**config.mk**
```make
export PLATFORM = sky130hd
export DESIGN_NAME = kbd_ctrl
export DESIGN_NICKNAME = d
export VERILOG_FILES = /design/src/rtl/kbd_ctrl.sv
export SDC_FILE = /design/constraint.sdc
export NUM_CORES = 1
export LEC_CHECK = 0
export CAP_MARGIN = 20
export CELL_PAD_IN_SITES_DETAIL_PLACEMENT = 2
export CELL_PAD_IN_SITES_GLOBAL_PLACEMENT = 2
export CORE_UTILIZATION = 21
export CTS_CLUSTER_DIAMETER = 50
export DETAILED_ROUTE_END_ITERATION = 12
export GPL_ROUTABILITY_DRIVEN = 0
export HOLD_SLACK_MARGIN = 0.03
export MAX_ROUTING_LAYER = met4
export PLACE_DENSITY_LB_ADDON = 0.1
export SYNTH_ARGS = -nofsm -noshare
export SYNTH_HDL_FRONTEND = slang
export SYNTH_SLANG_ARGS = --single-unit
```
**constraint.sdc**
```tcl
create_clock -name clk -period 1.7 [get_ports clk]
set_clock_uncertainty 0.15 [all_clocks]
set_input_delay 0.17 -clock clk [delete_from_list [all_inputs] [get_ports clk]]
set_output_delay 0.17 -clock clk [all_outputs]
set_load 0.05 [all_outputs]
```
**src/rtl/kbd_ctrl.sv**
```systemverilog
// Keyboard IOT controller: latches received characters and services KCF/KSF/KCC/KRS/KIE/KRB
// IOT instructions through a three-state IDLE/EXEC/DONE sequence.
module kbd_ctrl #(
    parameter logic [5:0] DEV = 6'o03
) (
    input  logic        clk,
    input  logic        reset,
    input  logic        clear,
    input  logic        iot,
    input  logic [5:0]  dev,
    input  logic [2:0]  op,
    input  logic [0:11] ac_in,
    input  logic        rx_flag,
    input  logic [0:7]  rx_char,
    output logic        rx_clear_flag,
    output logic        ack,
    output logic        skip,
    output logic        ac_clear,
    output logic        ac_or,
    output logic [0:11] ac_out,
    output logic        int_req,
    output logic        ie,
    output logic        overrun
);

    typedef enum logic [1:0] {
        ST_IDLE = 2'd0,
        ST_EXEC = 2'd1,
        ST_DONE = 2'd2
    } state_t;

    state_t      state_r;
    logic [2:0]  op_r;
    logic [0:7]  buffer_r;
    logic        kbd_flag_r;
    logic        rx_q_r;

    logic        start_s;
    logic        rise_s;
    logic        exec_clr_s;
    logic        kbd_next_s;
    logic        ovr_next_s;
    logic        unused_s;

    // op bit 2 carries the value-1 bit, op bit 0 the value-4 bit; KIE (value 5) is symmetric
    function automatic logic is_kie(input logic [2:0] o);
        return (o == 3'b101);
    endfunction

    assign ac_out   = {4'b0000, buffer_r};
    assign unused_s = ^ac_in[0:10];

    // Next-state of the character flag and overrun; a new character beats a same-cycle clear
    always_comb begin
        start_s    = 1'b0;
        rise_s     = 1'b0;
        exec_clr_s = 1'b0;
        kbd_next_s = kbd_flag_r;
        ovr_next_s = overrun;
        start_s    = (state_r == ST_IDLE) && iot && (dev == DEV);
        rise_s     = rx_flag && !rx_q_r;
        exec_clr_s = (state_r == ST_EXEC) && !is_kie(op_r) && op_r[1];
        if (exec_clr_s) begin
            kbd_next_s = rise_s;
            ovr_next_s = 1'b0;
        end else if (rise_s) begin
            kbd_next_s = 1'b1;
            ovr_next_s = overrun | kbd_flag_r;
        end else begin
            kbd_next_s = kbd_flag_r;
            ovr_next_s = overrun;
        end
    end

    // Sequencer, receive buffer and all registered outputs
    always_ff @(posedge clk or negedge reset) begin
        if (!reset) begin
            state_r       <= ST_IDLE;
            op_r          <= 3'b000;
            buffer_r      <= 8'h00;
            kbd_flag_r    <= 1'b0;
            overrun       <= 1'b0;
            ie            <= 1'b1;
            int_req       <= 1'b0;
            rx_q_r        <= 1'b1;
            skip          <= 1'b0;
            ack           <= 1'b0;
            ac_clear      <= 1'b0;
            ac_or         <= 1'b0;
            rx_clear_flag <= 1'b0;
        end else if (clear) begin
            state_r       <= ST_IDLE;
            op_r          <= 3'b000;
            buffer_r      <= 8'h00;
            kbd_flag_r    <= 1'b0;
            overrun       <= 1'b0;
            ie            <= 1'b1;
            int_req       <= 1'b0;
            rx_q_r        <= 1'b1;
            skip          <= 1'b0;
            ack           <= 1'b0;
            ac_clear      <= 1'b0;
            ac_or         <= 1'b0;
            rx_clear_flag <= 1'b0;
        end else begin
            rx_q_r        <= rx_flag;
            kbd_flag_r    <= kbd_next_s;
            overrun       <= ovr_next_s;
            int_req       <= kbd_flag_r & ie;
            skip          <= 1'b0;
            ack           <= 1'b0;
            ac_clear      <= 1'b0;
            ac_or         <= 1'b0;
            rx_clear_flag <= 1'b0;
            if (rise_s) begin
                buffer_r <= rx_char;
            end else begin
                buffer_r <= buffer_r;
            end
            case (state_r)
                ST_IDLE: begin
                    if (start_s) begin
                        state_r       <= ST_EXEC;
                        op_r          <= op;
                        // pulses are staged here so they are visible for the whole EXEC cycle
                        skip          <= !is_kie(op) && op[2] && kbd_next_s;
                        ac_clear      <= !is_kie(op) && op[1];
                        rx_clear_flag <= !is_kie(op) && op[1];
                        ac_or         <= !is_kie(op) && op[0];
                    end else begin
                        state_r <= ST_IDLE;
                    end
                end
                ST_EXEC: begin
                    state_r <= ST_DONE;
                    ack     <= 1'b1;
                    if (is_kie(op_r)) begin
                        ie <= ac_in[11];
                    end else begin
                        ie <= ie;
                    end
                end
                ST_DONE: begin
                    state_r <= ST_IDLE;
                end
                default: begin
                    state_r <= ST_IDLE;
                end
            endcase
        end
    end

endmodule

```
==> key figures <==
Timing
  – Final period utilization: 93.0%
  – Final min period: between 1.5 and 2 ns
  – Sum Neg Setup Slack: 0 ns
  – Setup ws final: 0.119 ns
  – Pins Over Slew Limit: 0
  – # setup viols final: 0
  – Maximum clock rate: 633 MHz
  – WHS: between 0.1 and 0.15 ns
  – Final hold violation count: 0
  – RSZ-0062 raised after global routing: false

Global routing
  – Initial antenna violation count: 0
  – Total grt overflow: 0
  – First-pass GRT wire length: roughly 4500 microns
  – Largest net degree at the start of global routing: 22
  – Vias in the first global route: 970
  – GRT Util Overall: about 12%

Synth
  – Seq cells post-synth: 21
  – Mapped Area: between 900 and 1000 sq um
  – Library cells used by synthesis: 27
  – Syn Area/Cell: roughly 10 sq um
  – Seq/Total Area, Yosys: roughly 56%
  – Post-synth EDFFs: 0
  – Ys Warns: 0
  – Ys flop type: dfrtp_1
  – Synth Instances: 92
  – Post-synth ARST share: 100%

Floorplan
  – Starting density of the core: 21.8%
  – Die ar.: 4760 sq um
  – Core area: between 4000 and 5000 sq um
  – Die extent in y: about 69 microns
  – Row cnt: 24
  – Die W: a little under 70 microns
  – I/O pins: 54

Power
  – Comb power frac: approximately 17%
  – Pwr Density: 708 nW/um^2
  – Peak VDD IR: 0.248 mV
  – Sw Share: 25.7%
  – Switch Pwr: ~260 uW
  – Cell internal pwr: about 750 uW
  – Seq pwr share: approximately half
  – LEAKAGE: between 0.6 and 0.7 nW
  – Clock power frac: roughly a third

Worst setup path
  – Arrival @ worst endpoint: between 1.5 and 2 ns
  – Kind of critical path: input pin to register
  – Slowest cell on crit path: or4b_4
  – Worst EP required: ~1.7 ns
  – CP endpoint kind: register
  – CP peak stage delay: approximately 0.58 ns
  – Critical Path Start Type: input pin
  – R2R Setup Slk: 0.12 ns
  – Critical path buffers and inverters: 1
  – Worst reg2reg path depth: 3
  – WP depth: 4
  – CP max FO: 4
  – Crit path cell chain: clkdlybuf4s50_1 -> or4b_4 -> o31ai_1 -> a21oi_1
  – Dominant delay contributor by cell family on the critical path: simple AND/OR/NAND/NOR gates

Place
  – HPWL after DPL: 2040 microns
  – Worst slack at placement: -0.264 ns
  – PortBufs: 38
  – Placed cell areas: 1380 sq um

CTS
  – # H-tree levels: 1
  – Root Buffer: clkbuf_8
  – Worst-skew pair later-pin latency: roughly 0.25 ns
  – Clock Tree Buf Depth: 2
  – Sink Count: 21
  – TritonCTS buffer count: 3
  – CTS Hold Bufs: 0
  – CTS tree: built
  – Worst-path clk slew: ~0.08 ns

Detailed routing
  – DRC viols: 0
  – Wire per inst: ~13 microns
  – Total Wirelength: roughly 2500 microns
  – Initial DRC count: 23
  – Vias/cell: 4.34
  – Final ANT Viol Nets: 0
  – Via count: just over 800
  – Pre-Repair DR Iteration Count: 3

Finish
  – Layout cells sized above 1: a little over a quarter
  – Post-route cell area: around 1400 sq um
  – ANT cells: 0
  – Area grow syn2layout: 51.7%
  – Final nets: between 150 and 200

Status
  – Outcome: complete, no violations

Min path
  – Worst min path class: input pin to async pin

Run
  – MaxCap Viol Count: 0
sequential cells by signal (all words and copies together) (netlist names):
| signal | flops |
|---|---|
| ac_clear | 1 |
| ac_or | 1 |
| ack | 1 |
| buffer_r | 8 |
| ie | 1 |
| int_req | 1 |
| kbd_flag_r | 1 |
| op_r | 3 |
| overrun | 1 |
| rx_q_r | 1 |
| skip | 1 |
| state_r | 1 |
cells in the final DEF (no fill, tap or decap):
cell type         n
nor3b_2           1
dfrtp_1          18
nor4_4            1
nand2_1          17
inv_1             3
o21ai_0           2
and2_2            1
conb_1            4
nand4b_1          1
clkbuf_8          3
or3b_4            1
clkbuf_1          1
nand3b_1          1
and3_1            2
nand2b_1          3
buf_12            1
nor2b_1           2
nand4_1           3
dfrtp_2           1
buf_4            23
nor2_1            2
o31ai_1           3
dfstp_2           2
or2_2             1
nor3b_1           2
o311ai_0          1
nor4b_1           1
a21oi_1          13
or4b_4            1
clkdlybuf4s50_1  22
power by group through the flow:
stage	clock network [mW]	logic (mW)	registers (mW)
6_report	0.321	0.176	0.516
2_1_floorplan	0	0.0614	0.551
5_1_grt	0.357	0.191	0.517
4_1_cts	0.334	0.180	0.516
3_5_place_dp	0	0.178	0.526
3_3_place_gp	0	0.175	0.525
worst paths after layout:
path / startpoint / endpoint
min in group clk: rx_char[7] / buffer_r[7]
hold reg to reg: buffer_r[5] / buffer_r[5]
setup / recovery: dev[2] / op_r[1]
max in group asynchronous: reset / rx_q_r
setup reg to reg: ack / skip
hold / removal: reset / buffer_r[5]
layout make-up:
cell class	count	area (sq um)
tap	52	65.1
timing repair buffer	46	413
multi-input combinational	63	368
sequential	21	529
clock buffer	4	45.0
fill	475	2890
inverter	3	11.3
worst reg2reg max path, delay by kind of cell (launching register included):
kind | cells | cell delay [ns]
and+or+nand+nor | 3 | 0.95
DFF | 1 | 0.40
logic make-up (layout without fill, tap and decap cells):
kind of cell	count (synthesis)	after routing	synth area share, %
AOI/OAI and AO/OA	19	19	11.3
and+or+nand+nor	40	40	25.9
other	1	4	0.397
buffers and inverters	11	53	6.50
DFF	21	21	56.0
cell usage after synthesis, types with 2 or more instances:
master	n	area, sq um
nor3b_1	2	15.0
dfstp_2	2	52.6
and3_1	2	12.5
nand4_1	3	18.8
o31ai_1	3	22.5
inv_1	3	11.3
nor2_1	2	7.51
dfrtp_1	19	475
nand2b_1	3	18.8
nand2_1	17	63.8
nor2b_1	2	12.5
clkbuf_1	2	7.51
o21ai_0	2	10.0
buf_4	5	37.5
a21oi_1	13	65.1
stage by stage:
stage	instances	utilization, %	power (mW)
5_1_grt	189	33.1	1.07
4_1_cts	189	33.1	1.03
3_3_place_gp	184	31.8	0.700
2_1_floorplan	95	-	0.612
3_5_place_dp	184	31.8	0.704
6_report	189	33.1	1.01
what timing repair did:
item | in CTS | in global routing
setup endpoints to repair | 1 | 0
setup buffers | 1 | 0
gates resized for setup | 1 | 0
routing by layer:
layer | global-route usage, % | up-vias | part of all wire [%]
li1 | - | 395 | -
met1 | 14.0 | 397 | 40
met2 | 20.6 | 26 | 53
met3 | 2.78 | 2 | 5.4
met4 | 4.76 | 0 | 0.87
met5 | - | - | 0
Power figures use the tool's default switching activity.
